<file path="config.mk">
export PLATFORM = sky130hd
export DESIGN_NAME = fabric_tag_demux_flat
export DESIGN_NICKNAME = d
export VERILOG_FILES = /design/src/rtl/fabric_tag_demux_if.sv /design/src/rtl/fabric_tag_demux.sv /design/src/flat_wrapper.sv
export SDC_FILE = /design/constraint.sdc
export NUM_CORES = 1
export LEC_CHECK = 0
export ABC_AREA = 1
export BUFFER_PORTS_ARGS = -buffer_cell sky130_fd_sc_hd__buf_4
export CELL_PAD_IN_SITES_DETAIL_PLACEMENT = 0
export CELL_PAD_IN_SITES_GLOBAL_PLACEMENT = 1
export CORE_MARGIN = 2
export CORE_UTILIZATION = 45
export CTS_CLUSTER_SIZE = 20
export DETAILED_ROUTE_END_ITERATION = 16
export GPL_TIMING_DRIVEN = 0
export PLACE_DENSITY = 0.91
export SYNTH_ARGS = -nofsm -noshare
export SYNTH_HDL_FRONTEND = slang
export SYNTH_SLANG_ARGS = --single-unit
</file>
<file path="constraint.sdc">
create_clock -name clk -period 5.2 [get_ports clk]
set_input_delay 0.52 -clock clk [delete_from_list [all_inputs] [get_ports clk]]
set_output_delay 0.52 -clock clk [all_outputs]
set_load 0.005 [all_outputs]
</file>
<file path="src/rtl/fabric_tag_demux_if.sv">
// Tagged input stream and per-output untagged streams of the tag demux.
// The fabric side (source of tagged words, sink of demuxed words) uses master.
interface fabric_tag_demux_if #(
  parameter int NUM_OUTPUTS = 2,
  parameter int DATA_WIDTH  = 32,
  parameter int TAG_WIDTH   = 4
);
  logic                                   in_valid;
  logic                                   in_ready;
  logic [DATA_WIDTH+TAG_WIDTH-1:0]        in_data;
  logic [NUM_OUTPUTS-1:0]                 out_valid;
  logic [NUM_OUTPUTS-1:0]                 out_ready;
  logic [NUM_OUTPUTS-1:0][DATA_WIDTH-1:0] out_data;

  modport master (
    output in_valid, in_data, out_ready,
    input  in_ready, out_valid, out_data
  );

  modport slave (
    input  in_valid, in_data, out_ready,
    output in_ready, out_valid, out_data
  );
endinterface

</file>
<file path="src/rtl/fabric_tag_demux.sv">
// Strips the tag from a {tag, value} stream and steers the value into a per-output
// FIFO selected by a static tag map; unmatched tags are drained, counted and flagged.
module fabric_tag_demux #(
  parameter  int NUM_OUTPUTS  = 2,
  parameter  int DATA_WIDTH   = 32,
  parameter  int TAG_WIDTH    = 4,
  parameter  int FIFO_DEPTH   = 2,
  localparam int CONFIG_WIDTH = NUM_OUTPUTS * (TAG_WIDTH + 1)
) (
  input  logic                    clk,
  input  logic                    rst_n,
  fabric_tag_demux_if.slave       bus,
  input  logic [CONFIG_WIDTH-1:0] cfg_data,
  input  logic                    err_clear,
  output logic                    err_unmatched,
  output logic [15:0]             drop_count
);

  localparam int ENTRY_W = TAG_WIDTH + 1;
  localparam int PTR_W   = (FIFO_DEPTH > 1) ? $clog2(FIFO_DEPTH) : 1;
  localparam int CNT_W   = $clog2(FIFO_DEPTH + 1);
  localparam int DEST_W  = (NUM_OUTPUTS > 1) ? $clog2(NUM_OUTPUTS) : 1;

  if (NUM_OUTPUTS < 1) begin : g_bad_num_outputs
    $fatal(1, "fabric_tag_demux: NUM_OUTPUTS must be >= 1");
  end
  if (DATA_WIDTH < 1) begin : g_bad_data_width
    $fatal(1, "fabric_tag_demux: DATA_WIDTH must be >= 1");
  end
  if (TAG_WIDTH < 1) begin : g_bad_tag_width
    $fatal(1, "fabric_tag_demux: TAG_WIDTH must be >= 1");
  end
  if (FIFO_DEPTH < 1) begin : g_bad_fifo_depth
    $fatal(1, "fabric_tag_demux: FIFO_DEPTH must be >= 1");
  end

  logic [TAG_WIDTH-1:0]   in_tag;
  logic [DATA_WIDTH-1:0]  in_value;
  logic [NUM_OUTPUTS-1:0] match;
  logic [NUM_OUTPUTS-1:0] full;
  logic [DEST_W-1:0]      dest;
  logic                   hit;
  logic                   accept;
  logic                   drop;

  assign in_tag   = bus.in_data[DATA_WIDTH +: TAG_WIDTH];
  assign in_value = bus.in_data[DATA_WIDTH-1:0];

  always_comb begin
    for (int k = 0; k < NUM_OUTPUTS; k++) begin
      match[k] = cfg_data[k*ENTRY_W + TAG_WIDTH] &&
                 (cfg_data[k*ENTRY_W +: TAG_WIDTH] == in_tag);
    end
  end

  // Lowest matching index wins; duplicate tags in the map are legal.
  // NOTE: every combinational output gets a default before any branch, so no latch is inferred.
  always_comb begin
    hit  = 1'b0;
    dest = '0;
    for (int k = 0; k < NUM_OUTPUTS; k++) begin
      if (match[k] && !hit) begin
        hit  = 1'b1;
        dest = DEST_W'(k);
      end
    end
  end

  // Ready looks only at occupancy, never at out_ready, so there is no
  // combinational path from consumers back to the producer.
  assign bus.in_ready = hit ? !full[dest] : 1'b1;
  assign accept       = bus.in_valid && bus.in_ready;
  assign drop         = bus.in_valid && !hit;

  for (genvar k = 0; k < NUM_OUTPUTS; k++) begin : g_fifo
    logic [DATA_WIDTH-1:0] mem_q [FIFO_DEPTH];
    logic [PTR_W-1:0]      wr_ptr_q, wr_ptr_d;
    logic [PTR_W-1:0]      rd_ptr_q, rd_ptr_d;
    logic [CNT_W-1:0]      count_q, count_d;
    logic                  push;
    logic                  pop;

    always_comb begin
      push     = accept && hit && (dest == DEST_W'(k));
      pop      = (count_q != '0) && bus.out_ready[k];
      wr_ptr_d = wr_ptr_q;
      rd_ptr_d = rd_ptr_q;
      count_d  = count_q;
      if (push) begin
        wr_ptr_d = (wr_ptr_q == PTR_W'(FIFO_DEPTH - 1)) ? '0 : wr_ptr_q + 1'b1;
      end
      if (pop) begin
        rd_ptr_d = (rd_ptr_q == PTR_W'(FIFO_DEPTH - 1)) ? '0 : rd_ptr_q + 1'b1;
      end
      case ({push, pop})
        2'b10:   count_d = count_q + 1'b1;
        2'b01:   count_d = count_q - 1'b1;
        default: count_d = count_q;
      endcase
    end

    // NOTE: state flops use non-blocking assignments so every flop samples pre-edge values.
    always_ff @(posedge clk or negedge rst_n) begin
      if (!rst_n) begin
        wr_ptr_q <= '0;
        rd_ptr_q <= '0;
        count_q  <= '0;
      end else begin
        wr_ptr_q <= wr_ptr_d;
        rd_ptr_q <= rd_ptr_d;
        count_q  <= count_d;
      end
    end

    // NOTE: storage is not reset; count_q gates visibility, so stale contents are never observed.
    always_ff @(posedge clk) begin
      if (push) begin
        mem_q[wr_ptr_q] <= in_value;
      end
    end

    assign full[k]          = (count_q == CNT_W'(FIFO_DEPTH));
    assign bus.out_valid[k] = (count_q != '0);
    assign bus.out_data[k]  = mem_q[rd_ptr_q];
  end

  logic        err_q, err_d;
  logic [15:0] drop_count_q, drop_count_d;

  // A drop in the same cycle as err_clear wins and restarts the count at one.
  always_comb begin
    err_d        = err_q;
    drop_count_d = drop_count_q;
    if (drop) begin
      err_d = 1'b1;
      if (err_clear) begin
        drop_count_d = 16'd1;
      end else if (drop_count_q != 16'hFFFF) begin
        drop_count_d = drop_count_q + 16'd1;
      end
    end else if (err_clear) begin
      err_d        = 1'b0;
      drop_count_d = '0;
    end
  end

  always_ff @(posedge clk or negedge rst_n) begin
    if (!rst_n) begin
      err_q        <= 1'b0;
      drop_count_q <= '0;
    end else begin
      err_q        <= err_d;
      drop_count_q <= drop_count_d;
    end
  end

  assign err_unmatched = err_q;
  assign drop_count    = drop_count_q;

endmodule

</file>
<file path="src/flat_wrapper.sv">
// flat-port wrapper written by rule: the top's interface ports become plain ports
module fabric_tag_demux_flat 
#(
  parameter  int NUM_OUTPUTS  = 2,
  parameter  int DATA_WIDTH   = 32,
  parameter  int TAG_WIDTH    = 4,
  parameter  int FIFO_DEPTH   = 2,
  localparam int CONFIG_WIDTH = NUM_OUTPUTS * (TAG_WIDTH + 1)
)
  (clk, rst_n, cfg_data, err_clear, err_unmatched, drop_count, bus_in_valid, bus_in_data, bus_out_ready, bus_in_ready, bus_out_valid, bus_out_data);
  fabric_tag_demux_if #(.NUM_OUTPUTS(NUM_OUTPUTS), .DATA_WIDTH(DATA_WIDTH), .TAG_WIDTH(TAG_WIDTH)) bus_i ();
  input  logic clk;
  input  logic rst_n;
  input  logic [CONFIG_WIDTH-1:0] cfg_data;
  input  logic err_clear;
  output logic err_unmatched;
  output logic [15:0] drop_count;
  input wire logic [$bits(bus_i.in_valid)-1:0] bus_in_valid;
  input wire logic [$bits(bus_i.in_data)-1:0] bus_in_data;
  input wire logic [$bits(bus_i.out_ready)-1:0] bus_out_ready;
  output wire logic [$bits(bus_i.in_ready)-1:0] bus_in_ready;
  output wire logic [$bits(bus_i.out_valid)-1:0] bus_out_valid;
  output wire logic [$bits(bus_i.out_data)-1:0] bus_out_data;
  assign bus_i.in_valid = bus_in_valid;
  assign bus_i.in_data = bus_in_data;
  assign bus_i.out_ready = bus_out_ready;
  assign bus_in_ready = bus_i.in_ready;
  assign bus_out_valid = bus_i.out_valid;
  assign bus_out_data = bus_i.out_data;
  fabric_tag_demux #(.NUM_OUTPUTS(NUM_OUTPUTS), .DATA_WIDTH(DATA_WIDTH), .TAG_WIDTH(TAG_WIDTH), .FIFO_DEPTH(FIFO_DEPTH)) u_core (.clk(clk), .rst_n(rst_n), .bus(bus_i), .cfg_data(cfg_data), .err_clear(err_clear), .err_unmatched(err_unmatched), .drop_count(drop_count));
endmodule
</file>
======== Yosys cells after proc, flatten, opt, wreduce, memory -nomap -nowiden ========
Memories as Yosys holds them, arrays and structs flattened.
Index checks and enable logic that the tools add are counted.
storage, ports and cells
  register bits after elaboration ......... 25
  memory bits (writable) .................. 128
  bits of input ports ..................... 52
  logic and storage cells ................. 72
  memories ................................ 2
memories
  memory                  depth  width  rd ports  clocked after memory_dff  write ports  RTL line                RTL
  u_core.g_fifo[0].mem_q  2      32     1         0                         1            fabric_tag_demux.sv:76  logic [DATA_WIDTH-1:0] mem_q [FIFO_DEPTH];
  u_core.g_fifo[1].mem_q  2      32     1         0                         1            fabric_tag_demux.sv:76
cells by class
  $add $sub $neg .......................... 9
  magnitude comparators ................... 1
  eq/ne operators ......................... 9
  multiplexer cells ....................... 22
  bitwise operators ....................... 1
  reduce and logical (&&, ||, !) cells .... 20
operators by type and width
  kind                   number
  $mux 16                4
  $add 16x1->16 const B  1
  $mux 1                 16
  $ne 16x16->1 const B   1
  $reduce_bool 2->1      6
  $logic_and 1x1->1      10
  $eq 2x2->1 const B     4
  $eq 4x4->1             2
  $pmux 2 s2             2
  $add 1x1->1 const B    4
  $add 2x1->2 const B    2
  $eq 2x1->1 const B     2
  $sub 2x1->2 const B    2
  $logic_not 1->1        3
  $lt 1x2->1 const B     1
  $reduce_and 2->1       1
  $not 1->1              1

======== Logic depth before layout (Yosys ltp) ========
Gate-level depths: netlist (run 1).
  word-level depth ........................ 15
  mapped depth ............................ 12
  mapped depth without buffers ............ 12

======== Worst setup path after synthesis (run 1) ========
No wires, ideal clock.
  kind .................................... input to register
  start point ............................. in bus_in_data[33]
  end point ............................... mem u_core.g_fifo[1].mem_q[1][0] (enable)
  arrival time ............................ 2.493 ns
  required time ........................... 4.779 ns
  setup slack ............................. 2.286 ns
  stages .................................. 9
  cell sequence ........................... inv_2 nand2_1 nand2_1 nor2_1 nand3_1 inv_2 nor2_1 nand4_1 nor2_1
between the ends
  cells in the longest elaborated chain, start to end .. 15
RTL lines
  item                                       RTL line                 RTL
  start, declared                            flat_wrapper.sv:19       input wire logic [$bits(bus_i.in_data)-1:0] bus_in_data;
  $eq 4x4->1                                 fabric_tag_demux.sv:52   (cfg_data[k*ENTRY_W +: TAG_WIDTH] == in_tag);
  $logic_and 1x1->1                          fabric_tag_demux.sv:51   match[k] = cfg_data[k*ENTRY_W + TAG_WIDTH] &&
  $mux 1                                     fabric_tag_demux.sv:62   if (match[k] && !hit) begin
  $logic_not 1->1                            fabric_tag_demux.sv:62
  $logic_and 1x1->1                          fabric_tag_demux.sv:62
  $mux 1                                     fabric_tag_demux.sv:62
  $mux 1 (not written as such) (2 in a row)  fabric_tag_demux.sv:71   assign bus.in_ready = hit ? !full[dest] : 1'b1;
  $logic_not 1->1                            fabric_tag_demux.sv:71
  $mux 1                                     fabric_tag_demux.sv:71
  $logic_and 1x1->1                          fabric_tag_demux.sv:72   assign accept = bus.in_valid && bus.in_ready;
  $logic_and 1x1->1                          fabric_tag_demux.sv:84   push = accept && hit && (dest == DEST_W'(k));
  $logic_and 1x1->1 *                        fabric_tag_demux.sv:84
  $mux 1 *                                   fabric_tag_demux.sv:117  if (push) begin
  $mux 1 (not written as such) *             fabric_tag_demux.sv:118  mem_q[wr_ptr_q] <= in_value;
  end, declared                              fabric_tag_demux.sv:76
Every way passes the cells marked *; elsewhere a longest branch is shown, timed or not. The select of a mux whose other input is x is not followed.

======== Worst setup path after layout (run 1) ========
  start point ............................. reg u_core.g_fifo[1].rd_ptr_q
  end point ............................... out bus_out_data[40]
between the ends
  cells in the longest elaborated chain, start to end .. 1
RTL lines
  item                    RTL line                 RTL
  start, declared         fabric_tag_demux.sv:78   logic [PTR_W-1:0] rd_ptr_q, rd_ptr_d;
  start signal, assigned  fabric_tag_demux.sv:110  rd_ptr_q <= rd_ptr_d;
  $mem_v2 2x32            --
  end, declared           flat_wrapper.sv:23       output wire logic [$bits(bus_i.out_data)-1:0] bus_out_data;
Every way passes these cells.

==> results.yml, run 1 <==
place:
  dp_hpwl_mm: 9.47
  placement.io_buffers: 135
  globalplace.congestion: 0.843
  post-place-cells: 889
route:
  drcViolationCount: 0
  routed_wire_length_per_instance_um: 15.1
  postRouteWirelength_mm: 13.9
  drtAntennaViolNets: 0
  detailroute.via_count: 4445
  viasPerCell: 4.83
  detailedRoute.firstIterationViolations: 240
  dr.pass1.iters: 5
clock_tree:
  clock_tree.htree_level_count: 4
  clk_root_buffer_cell: "clkbuf_16"
  worst_skew_pair.late_latency_ns: 0.41
  clk_path_buf_depth: 2
  post-cts-setup-buffers: 0
  cts_buffers: 17
  post_cts.resized_instances: 0
  clkSlewWorstSetupHoldPaths_ns: 0.06
  ctsHoldBuffers: 0
  cts.sink_count: 153
  clock_tree_from_tritoncts: "built"
worst_setup_path:
  worst_setup_path_end_kind: "primary output"
  worst_r2r_path_depth: 12
  crit_path_start_kind: "flop"
  worst_setup_path_class: "flop to primary output"
  worst_ep_required_ns: 4.68
  maximum_fanout_count_along_the_critical_path: 10
  r2r-start: "u_core.drop_count[0]$_DFFE_PN0P_"
  timing.rr.end: "u_core.drop_count[12]$_DFFE_PN0P_"
  ff2ff_setup_slack_ns: 3.13
  worst-endpoint-arrival_ns: 2.00
die:
  die-height_um: 122
  placementRows: 43
  start_util_pct: 45.7
  count_of_boundary_i_o_pins: 136
  design.die.area_mm2: 0.0150
  floorplan.core_area_mm2: 0.0138
  die_width_um: 122
synthesis:
  syn_area_per_cell_um2: 11.0
  synth.yosys.warnings: 0
  main_combinational_cell_family_by_area_after_synthesis: "simple AND/OR/NAND/NOR gates"
  synth_xor_xnor_area_share_pct: 2.50
  yosys.area_share.simple_pct: 21.7
  synth.ff_latch_count: 153
  post_synth_fa_ha_maj_area_fraction_pct: 0.596
  yosys-mux-area-fraction_pct: 0
  syn-cell-area_mm2: 0.00630
  post_synth_num_cell_types: 29
  synth-compound-area-share_pct: 1.05
  syn_nets: 627
  number_of_cells_produced_by_synthesis: 572
  ys_seq_area_share_pct: 70.9
sta:
  clock-skew-final_ns: 0.00966
  rsz0062_at_grt: "false"
  tightest_slew_ns: 0.806
  final-hold-violation-count: 0
  finalSetupViolations: 0
  fin_crit_sh_pct: 48.4
  achievable-frequency_mhz: 397
  worst_slew_margin_rel_pct: 46.3
  tns_ns: 0
  period_needed_ns: 2.52
  finalMaxSlewViolations: 0
final_layout:
  diodes: 0
  commonest_non_fill_non_tap_cells_in_the_layout: "nand2_1, buf_4, edfxtp_1"
  design.final.nets: 783
  filler_cell_count: 1145
  drive_above_1_share_pct: 25.5
  layout.cells.non_filler: 921
  flow.area_growth_from_synthesis_pct: 29.9
  most_frequent_standard_cell_in_the_layout_excluding_fill_and_tap_cells: "nand2_1"
power_and_ir_drop:
  pwr_density_cell_mw_per_mm2: 437
  ir_worst_vdd_v: 0.000289
  static-leakage-power_uw: 0.00359
hold_path:
  hold_path.class: "input port to async pin"
global_route:
  first_global_vias: 4254
  grt_start_max_net_pins: 33
  antenna_found_initial: 0
  grtUsageTotal_pct: 19.5
  grt_overflow: 0
  wire_length_of_the_first_global_routing_pass_mm: 21.6
run_status:
  status: "completed"
run:
  maxcap_viol_count: 0
-- report_power, final --
group          switching (uW)  internal [uW]  leakage [uW]
logic                     544            419       0.00183
registers                25.3           1380       0.00148
clock network             456            750      0.000278
-- per-layer routing --
metal | vias to the layer above | share of wire, % | track usage (%)
met4 | 0 | 0.67 | 7.33
met3 | 8 | 8.6 | 6.13
met2 | 158 | 50 | 32.6
li1 | 2192 | - | -
met1 | 2087 | 41 | 23.9
met5 | - | 0 | 0
-- synth_stat cells --
cell type	count	area [um^2]
a21oi_1	2	10.0
buf_2	1	5.00
buf_6	1	11.3
clkbuf_1	15	56.3
clkinv_1	2	7.51
dfrtp_1	25	626
edfxtp_1	128	3840
ha_1	3	37.5
inv_1	23	86.3
inv_2	9	33.8
nand2_1	274	1030
nand2_2	2	12.5
nand3_1	10	50.1
nand3_4	1	17.5
nand3b_1	1	7.51
nand4_1	14	87.6
nor2_1	27	101
nor2_2	2	12.5
nor2_4	2	22.5
nor3_1	2	10.0
o2111ai_1	1	8.76
o211ai_1	1	7.51
o21ai_0	2	10.0
o21ai_4	1	16.3
o21bai_1	1	7.51
o22ai_1	1	6.26
or2_2	3	18.8
xnor2_1	6	52.6
xor2_1	12	105
-- sequential cells by signal (all words and copies together), names as in the netlist --
register	cells
u_core.g_fifo.mem_q	128
u_core.drop_count	16
u_core.g_fifo.count_q	4
u_core.g_fifo.rd_ptr_q	2
u_core.g_fifo.wr_ptr_q	2
u_core.err_unmatched	1
-- cells by family (layout without fill, tap and decap cells) --
kind of cell / count (synthesis) / after routing
and+or+nand+nor: 338 / 338
buffers and inverters: 51 / 220
xor gates and xnor gates: 18 / 18
adders and majority gates: 3 / 3
DFF: 153 / 153
AOI/OAI and AO/OA: 9 / 9
-- worst max-delay path: stages (launching register included) --
cell and delay, ns:
dfrtp_1 0.32, clkbuf_1 0.25, clkinv_1 0.29, clkbuf_1 0.36
nand2_1 0.15, nand2_1 0.08, buf_4 0.14
-- worst max path at each step --
stage | start | end | slack, ns | depth (start not counted)
2_1_floorplan | bus_in_data[33] | u_core.g_fifo[1].mem_q[1][0]$_DFFE_PP_ | 2.29 | 9
5_1_grt | u_core.g_fifo[1].rd_ptr_q$_DFFE_PN0P_ | bus_out_data[40] | 2.53 | 6
4_1_cts | u_core.g_fifo[1].rd_ptr_q$_DFFE_PN0P_ | bus_out_data[40] | 2.66 | 6
3_3_place_gp | bus_in_data[33] | u_core.g_fifo[1].mem_q[1][17]$_DFFE_PP_ | 1.06 | 10
6_report | u_core.g_fifo[1].rd_ptr_q$_DFFE_PN0P_ | bus_out_data[40] | 2.68 | 6
3_5_place_dp | bus_in_data[32] | u_core.g_fifo[1].mem_q[0][17]$_DFFE_PP_ | 2.70 | 12
-- layout make-up --
type                            count  area [um^2]  area share, %
Sequential cell                   153         4470           54.6
Multi-Input combinational cell    368         1650           20.1
Timing Repair Buffer              137         1060           13.0
Clock buffer                       19          433           5.29
Tap cell                          180          225           2.75
Clock inverter                     13          151           1.85
Inverter                           34          128           1.56
Buffer                             17         72.6          0.887
-- through the flow --
step	hold slack, ns	util [%]	total power (uW)	instance area [um^2]	setup WS [ns]
2_1_floorplan	0.224	-	1860	6300	2.29
3_3_place_gp	0.449	54.7	2380	7540	1.06
3_5_place_dp	0.455	55.2	2400	7600	2.70
4_1_cts	0.00510	59.4	3610	8190	2.66
5_1_grt	0.0175	59.4	3760	8190	2.53
6_report	0.0117	59.4	3570	8190	2.68
Power figures use the tool's default switching activity.
==> run 2: changes to the inputs <==
--- a/config.mk
+++ b/config.mk
@@ -5,16 +5,16 @@
 export SDC_FILE = /design/constraint.sdc
 export NUM_CORES = 1
 export LEC_CHECK = 0
-export ABC_AREA = 1
+export ABC_AREA = 0
 export BUFFER_PORTS_ARGS = -buffer_cell sky130_fd_sc_hd__buf_4
 export CELL_PAD_IN_SITES_DETAIL_PLACEMENT = 0
 export CELL_PAD_IN_SITES_GLOBAL_PLACEMENT = 1
 export CORE_MARGIN = 2
-export CORE_UTILIZATION = 45
+export CORE_UTILIZATION = 41
 export CTS_CLUSTER_SIZE = 20
 export DETAILED_ROUTE_END_ITERATION = 16
 export GPL_TIMING_DRIVEN = 0
-export PLACE_DENSITY = 0.91
+export PLACE_DENSITY = 0.83
 export SYNTH_ARGS = -nofsm -noshare
 export SYNTH_HDL_FRONTEND = slang
 export SYNTH_SLANG_ARGS = --single-unit
==> constraint.sdc (replaced) <==
create_clock -name clk -period 2.1 [get_ports clk]
set_input_delay 0.21 -clock clk [delete_from_list [all_inputs] [get_ports clk]]
set_output_delay 0.21 -clock clk [all_outputs]
set_load 0.005 [all_outputs]
==> results.yml, run 2 <==
sta:
  clock-skew-final_ns: 0.00627
  hold_ws_ns: 0.141
  finalMaxSlewViolations: 0
  achievable-frequency_mhz: 490
  tightest_slew_ns: 0.613
  fin_crit_sh_pct: 97.3
  period_needed_ns: 2.04
  worst_slew_margin_rel_pct: 59.1
  finalSetupViolations: 0
  final-hold-violation-count: 0
route:
  drtAntennaViolNets: 0
  dr.pass1.iters: 4
  routed_wire_length_per_instance_um: 18.1
  viasPerCell: 5.11
  drcViolationCount: 0
  postRouteWirelength_mm: 13.8
  detailedRoute.firstIterationViolations: 206
  detailroute.via_count: 3897
place:
  globalplace.congestion: 0.806
  dp_hpwl_mm: 8.66
  placement.io_buffers: 135
synthesis:
  number_of_cells_produced_by_synthesis: 364
  ys_top_cells_by_count: "edfxtp_1, mux2_2, dfrtp_1"
  netlist.area_leader.share_pct: 61.7
  synth_largest_area_cell: "edfxtp_1"
  synthArstFlopShare_pct: 16.3
  synth_edf_count: 128
  largest_cells_by_area_after_synthesis: "edfxtp_1, mux2_2, dfrtp_1"
  yosysMostFrequentCell: "edfxtp_1"
  post_synth_num_cell_types: 48
  syn_area_per_cell_um2: 17.1
  syn_nets: 419
  synth.ff_latch_count: 153
  syn-cell-area_mm2: 0.00623
  ys_seq_area_share_pct: 71.8
  synth.yosys.warnings: 0
  postSynth.topFlopCell: "edfxtp_1"
power_and_ir_drop:
  comb_power_share_pct: 22.8
  static-leakage-power_uw: 0.00328
  ir_worst_vdd_v: 0.000608
  internal_power_uw: 6690
  seq_power_share_pct: 40.4
  fin_total_pwr_uw: 8850
  clock_power_share_pct: 36.8
  power_switching_share_pct: 24.3
  pwr_density_cell_mw_per_mm2: 1020
  switching_power_uw: 2150
worst_setup_path:
  worst_setup_path_end_kind: "flop"
  maximum_fanout_count_along_the_critical_path: 6
  worst-endpoint-arrival_ns: 2.34
  worst_setup_path_class: "flop to flop"
  crit_path_start_kind: "flop"
  worst_ep_required_ns: 2.40
die:
  die_width_um: 127
  count_of_boundary_i_o_pins: 136
  floorplan.core_area_mm2: 0.0150
  placementRows: 45
  design.die.area_mm2: 0.0162
  start_util_pct: 41.4
  die-height_um: 127
clock_tree:
  clock_tree.htree_level_count: 4
  clk_root_buffer_cell: "clkbuf_16"
  worst_skew_pair.late_latency_ns: 0.41
  clk_path_buf_depth: 2
  clock_tree_from_tritoncts: "built"
  cts_buffers: 17
  cts.sink_count: 153
  clkSlewWorstSetupHoldPaths_ns: 0.06
hold_path:
  hold_path.class: "input port to flop"
final_layout:
  commonest_non_fill_non_tap_cells_in_the_layout: "buf_4, edfxtp_1, mux2_2"
  largest_reg_flops: 128
  share_of_the_core_filled_with_cells_in_the_final_layout_pct: 58.0
  design.final.nets: 618
  drive_above_1_share_pct: 48.5
  largest-register: "u_core.g_fifo.mem_q"
  most_frequent_standard_cell_in_the_layout_excluding_fill_and_tap_cells: "buf_4"
  flow.area_growth_from_synthesis_pct: 39.9
  diodes: 0
global_route:
  antenna_found_initial: 0
  wire_length_of_the_first_global_routing_pass_mm: 21.1
  grt_start_max_net_pins: 26
  grt_overflow: 0
  grtUsageTotal_pct: 17.3
  first_global_vias: 3981
run:
  maxcap_viol_count: 0
run_status:
  status: "completed"
-- run 2: changes by cell type after synthesis, moves of 5 or more --
cell,before,now
nor2b_1,0,6
nor2_1,27,14
inv_2,9,1
nor4_1,0,5
nand4_1,14,2
or4_1,0,7
mux2_2,0,65
inv_1,23,8
clkbuf_1,15,10
nand3_1,10,5
mux2_4,0,5
nand2_1,274,8
-- run 2: layout make-up --
cell class                      count  area (um^2)
Clock inverter                     12          196
Sequential cell                   153         4470
Buffer                             13          108
Timing Repair Buffer              180         1490
Tap cell                          188          235
Clock buffer                       19          433
Inverter                            9         33.8
Multi-Input combinational cell    189         1750
Fill cell                        1154         6320
-- run 2: cells by family (layout without fill, tap and decap cells) --
kind of cell	count (synthesis)	count (layout)	share of synthesized area, %
muxes	71	71	13.1
DFF	153	153	71.8
AOI/OAI and AO/OA	26	26	3.70
and+or+nand+nor	71	73	6.83
xor gates and xnor gates	16	16	2.25
buffers and inverters	24	233	1.73
adders and majority gates	3	3	0.603
-- run 2: critical path, cell delays in order (launching register included) --
cell and delay, ns:
dfrtp_2 0.41, ha_1 0.21, nand4_1 0.17, or3_4 0.47, o21ai_4 0.27, nor4b_2 0.10, mux2_4 0.30
-- run 2: repair_timing --
item                       in CTS  in global routing
setup endpoints to repair     125                110
hold buffers                   33                  0
gates resized for setup        15                 12
cloned                          2                  0
pin swaps                       4                  4
setup buffers                   3                  8
hold endpoints to repair      153                  0
-- run 2: path summary, 6_finish.rpt --
check	start	endpoint	slack (ns)	cells after the start
setup / recovery	u_core.drop_count[1]$_DFFE_PN0P_	u_core.drop_count[13]$_DFFE_PN0P_	0.06	6
hold / removal	bus_out_ready[1]	u_core.g_fifo[1].rd_ptr_q$_DFFE_PN0P_	0.14	3
setup reg to reg	u_core.drop_count[1]$_DFFE_PN0P_	u_core.drop_count[13]$_DFFE_PN0P_	0.06	6
hold reg to reg	u_core.g_fifo[1].count_q[1]$_DFFE_PN0P_	u_core.g_fifo[1].count_q[1]$_DFFE_PN0P_	0.49	1
max in group asynchronous	rst_n	u_core.drop_count[1]$_DFFE_PN0P_	1.58	2
min in group asynchronous	rst_n	u_core.drop_count[6]$_DFFE_PN0P_	0.25	2
-- run 2: power by group through the flow --
stage	Sequential [uW]	Combinational, uW	Clock [uW]
floorplan	3550	1060	0
global placement	3560	1970	0
detailed placement	3580	1990	0
CTS	3580	2030	3300
global route	3590	2180	3440
finish	3570	2010	3260
-- run 2: stage by stage --
stage / instance area (um^2) / setup WS [ns] / cells / TNS [ns]
6_report: 8710 / 0.0574 / 763 / 0
5_1_grt: 8710 / -0.00274 / 763 / -0.00274
4_1_cts: 8600 / -0.224 / 755 / -7.12
3_5_place_dp: 7580 / -0.746 / 689 / -67.56
3_3_place_gp: 7520 / -1.20 / 687 / -123.40
2_1_floorplan: 6270 / -0.264 / 364 / -19.79
-- run 2: layer usage --
layer	part of all wire (%)	GRT usage (%)	wire, um	vias to the layer above
met2	50	29.0	6900	124
met5	0	0	0	-
met4	1.4	6.01	196	0
met1	44	22.2	6050	1955
met3	5.0	4.06	693	17
li1	-	-	-	1801
==> run 3: changes to the inputs <==
--- a/config.mk
+++ b/config.mk
@@ -10,11 +10,11 @@
 export CELL_PAD_IN_SITES_DETAIL_PLACEMENT = 0
 export CELL_PAD_IN_SITES_GLOBAL_PLACEMENT = 1
 export CORE_MARGIN = 2
-export CORE_UTILIZATION = 41
+export CORE_UTILIZATION = 37
 export CTS_CLUSTER_SIZE = 20
 export DETAILED_ROUTE_END_ITERATION = 16
 export GPL_TIMING_DRIVEN = 0
-export PLACE_DENSITY = 0.83
+export PLACE_DENSITY = 0.77
 export SYNTH_ARGS = -nofsm -noshare
 export SYNTH_HDL_FRONTEND = slang
 export SYNTH_SLANG_ARGS = --single-unit
==> constraint.sdc (replaced) <==
create_clock -name clk -period 1.8 [get_ports clk]
set_input_delay 0.18 -clock clk [delete_from_list [all_inputs] [get_ports clk]]
set_output_delay 0.18 -clock clk [all_outputs]
set_load 0.005 [all_outputs]
==> results.yml, run 3 (same netlist as run 2, synthesis figures left out) <==
run_status:
  failed_checks: "negative setup slack"
  status: "finished with violations"
place:
  post-place-cells: 719
  placement.io_buffers: 135
  placed_standard_cell_area_mm2: 0.00761
  dp_hpwl_mm: 8.63
  globalplace.congestion: 0.823
final_layout:
  drive_above_1_share_pct: 55.2
  multiInputGateArea_mm2: 0.00193
  filler_cell_count: 1339
  largest-register: "u_core.g_fifo.mem_q"
  design.final.nets: 643
  flow.area_growth_from_synthesis_pct: 46.4
  layout.cells.non_filler: 821
  diodes: 0
  final_design_area_no_fill_mm2: 0.00911
  sequential_cell_area_mm2: 0.00447
  largest_reg_flops: 128
  commonest_non_fill_non_tap_cells_in_the_layout: "buf_4, edfxtp_1, mux2_2"
  most_frequent_standard_cell_in_the_layout_excluding_fill_and_tap_cells: "buf_4"
worst_setup_path:
  worst_r2r_path_depth: 6
  timing.critical_path.to: "u_core.drop_count[11]$_DFFE_PN0P_"
  worst-endpoint-arrival_ns: 2.24
  maximum_fanout_count_along_the_critical_path: 5
  ff2ff_setup_slack_ns: -0.14
  worst_ep_required_ns: 2.11
  timing.rr.end: "u_core.drop_count[11]$_DFFE_PN0P_"
  crit_path_start_kind: "flop"
  worst_setup_path_class: "flop to flop"
  r2r-start: "u_core.drop_count[1]$_DFFE_PN0P_"
  critPathLaunch: "u_core.drop_count[1]$_DFFE_PN0P_"
  worst_setup_path_end_kind: "flop"
die:
  floorplan.core_area_mm2: 0.0165
  count_of_boundary_i_o_pins: 136
  design.die.area_mm2: 0.0179
  die-height_um: 134
  placementRows: 47
  start_util_pct: 37.7
  die_width_um: 134
clock_tree:
  clkSlewWorstSetupHoldPaths_ns: 0.07
  worst_skew_pair.late_latency_ns: 0.42
  clk_path_buf_depth: 2
  clk_root_buffer_cell: "clkbuf_16"
  clock_tree.htree_level_count: 4
  cts.sink_count: 153
  clock_tree_from_tritoncts: "built"
  cts_buffers: 17
power_and_ir_drop:
  static-leakage-power_uw: 0.00342
  pwr_density_cell_mw_per_mm2: 1110
  ir_worst_vdd_v: 0.000724
route:
  drcViolationCount: 0
  dr.pass1.iters: 4
  viasPerCell: 4.88
  detailroute.via_count: 4010
  routed_wire_length_per_instance_um: 18.2
  detailedRoute.firstIterationViolations: 177
  postRouteWirelength_mm: 14.9
  drtAntennaViolNets: 0
hold_path:
  hold_path.class: "input port to flop"
  startpoint_of_the_tightest_hold_check_path: "bus_out_ready[0]"
global_route:
  wire_length_of_the_first_global_routing_pass_mm: 23.0
  grt_start_max_net_pins: 26
  grt_overflow: 0
  first_global_vias: 4222
  grtUsageTotal_pct: 17.0
  antenna_found_initial: 0
sta:
  postLayoutSetupSlackWorst_ns: -0.136
  tightest_slew_ns: 0.577
  fin_crit_sh_pct: 108
  finalMaxSlewViolations: 0
  final-hold-violation-count: 0
  clock-skew-final_ns: 0.00640
  worst_slew_margin_rel_pct: 61.5
  finalSetupViolations: 10
  period_needed_ns: 1.94
  achievable-frequency_mhz: 517
  rsz0062_at_grt: "true"
  hold_ws_ns: 0.116
run:
  maxcap_viol_count: 0
## run 3: cell count changes in the layout (fill, tap and decap cells not counted), sizes merged
cell      before  now
buf          154  179
bufinv         5    0
clkbuf        25   21
clkinv         4    5
clkinvlp       1    3
inv           11   16
nor2          17   19
## run 3: timing repair
item	CTS	global route
resized for setup	41	24
cloned	4	0
endpoints found under the hold margin	153	0
buffers inserted	30	6
pin swaps	14	8
setup endpoints to repair	208	91
hold buffers	33	0
## run 3: how the worst min path moves through the flow
stage                                                        to  slack (ns)  depth (start not counted)
after global routing      u_core.g_fifo[0].rd_ptr_q$_DFFE_PN0P_        0.13                          3
after detailed placement      u_core.drop_count[10]$_DFFE_PN0P_        0.12                          1
final                     u_core.g_fifo[0].rd_ptr_q$_DFFE_PN0P_        0.12                          3
after floorplan                u_core.drop_count[0]$_DFFE_PN0P_       -0.12                          0
after CTS                 u_core.g_fifo[0].rd_ptr_q$_DFFE_PN0P_         0.1                          3
after global placement        u_core.drop_count[13]$_DFFE_PN0P_        0.12                          1
## run 3: area by class of cell
class | count | area share, %
buffer | 13 | 1.62
timing repair buffer | 203 | 18.6
tap | 220 | 3.02
sequential | 153 | 49.1
multi-input combinational | 191 | 21.2
clock inverter | 15 | 1.48
clock buffer | 17 | 4.67
inverter | 9 | 0.371
## run 3: layer usage
metal / global-route usage, % / share of wire, % / vias up
li1: - / - / 1852
met1: 20.8 / 42 / 1999
met2: 29.6 / 51 / 142
met3: 4.34 / 5.5 / 17
met4: 5.32 / 1.2 / 0
met5: 0 / 0 / -
## run 3: power breakdown
| part | internal, uW | total (uW) | switching [uW] |
|---|---|---|---|
| sequential | 3990 | 4190 | 198 |
| combinational | 1550 | 2630 | 1070 |
| clock | 1810 | 3320 | 1500 |
## run 3: stage by stage
stage | setup slack, ns | setup TNS (ns) | power (uW) | util [%]
floorplan | -0.315 | -28.68 | 5400 | -
CTS | -0.0395 | -0.215 | 10200 | 54.3
global route | -0.206 | -1.74 | 10500 | 55.2
global placement | -0.999 | -120.40 | 6480 | 46.1
finish | -0.136 | -0.861 | 10100 | 55.2
detailed placement | -1.02 | -123.77 | 6500 | 46.1
## run 3: worst max-delay path: stages, from the launching register on
cell and delay, ns:
dfrtp_1 0.37, ha_2 0.20, nand4_1 0.15, or3_4 0.42
o21ai_4 0.27, nor4b_2 0.10, mux2_4 0.30
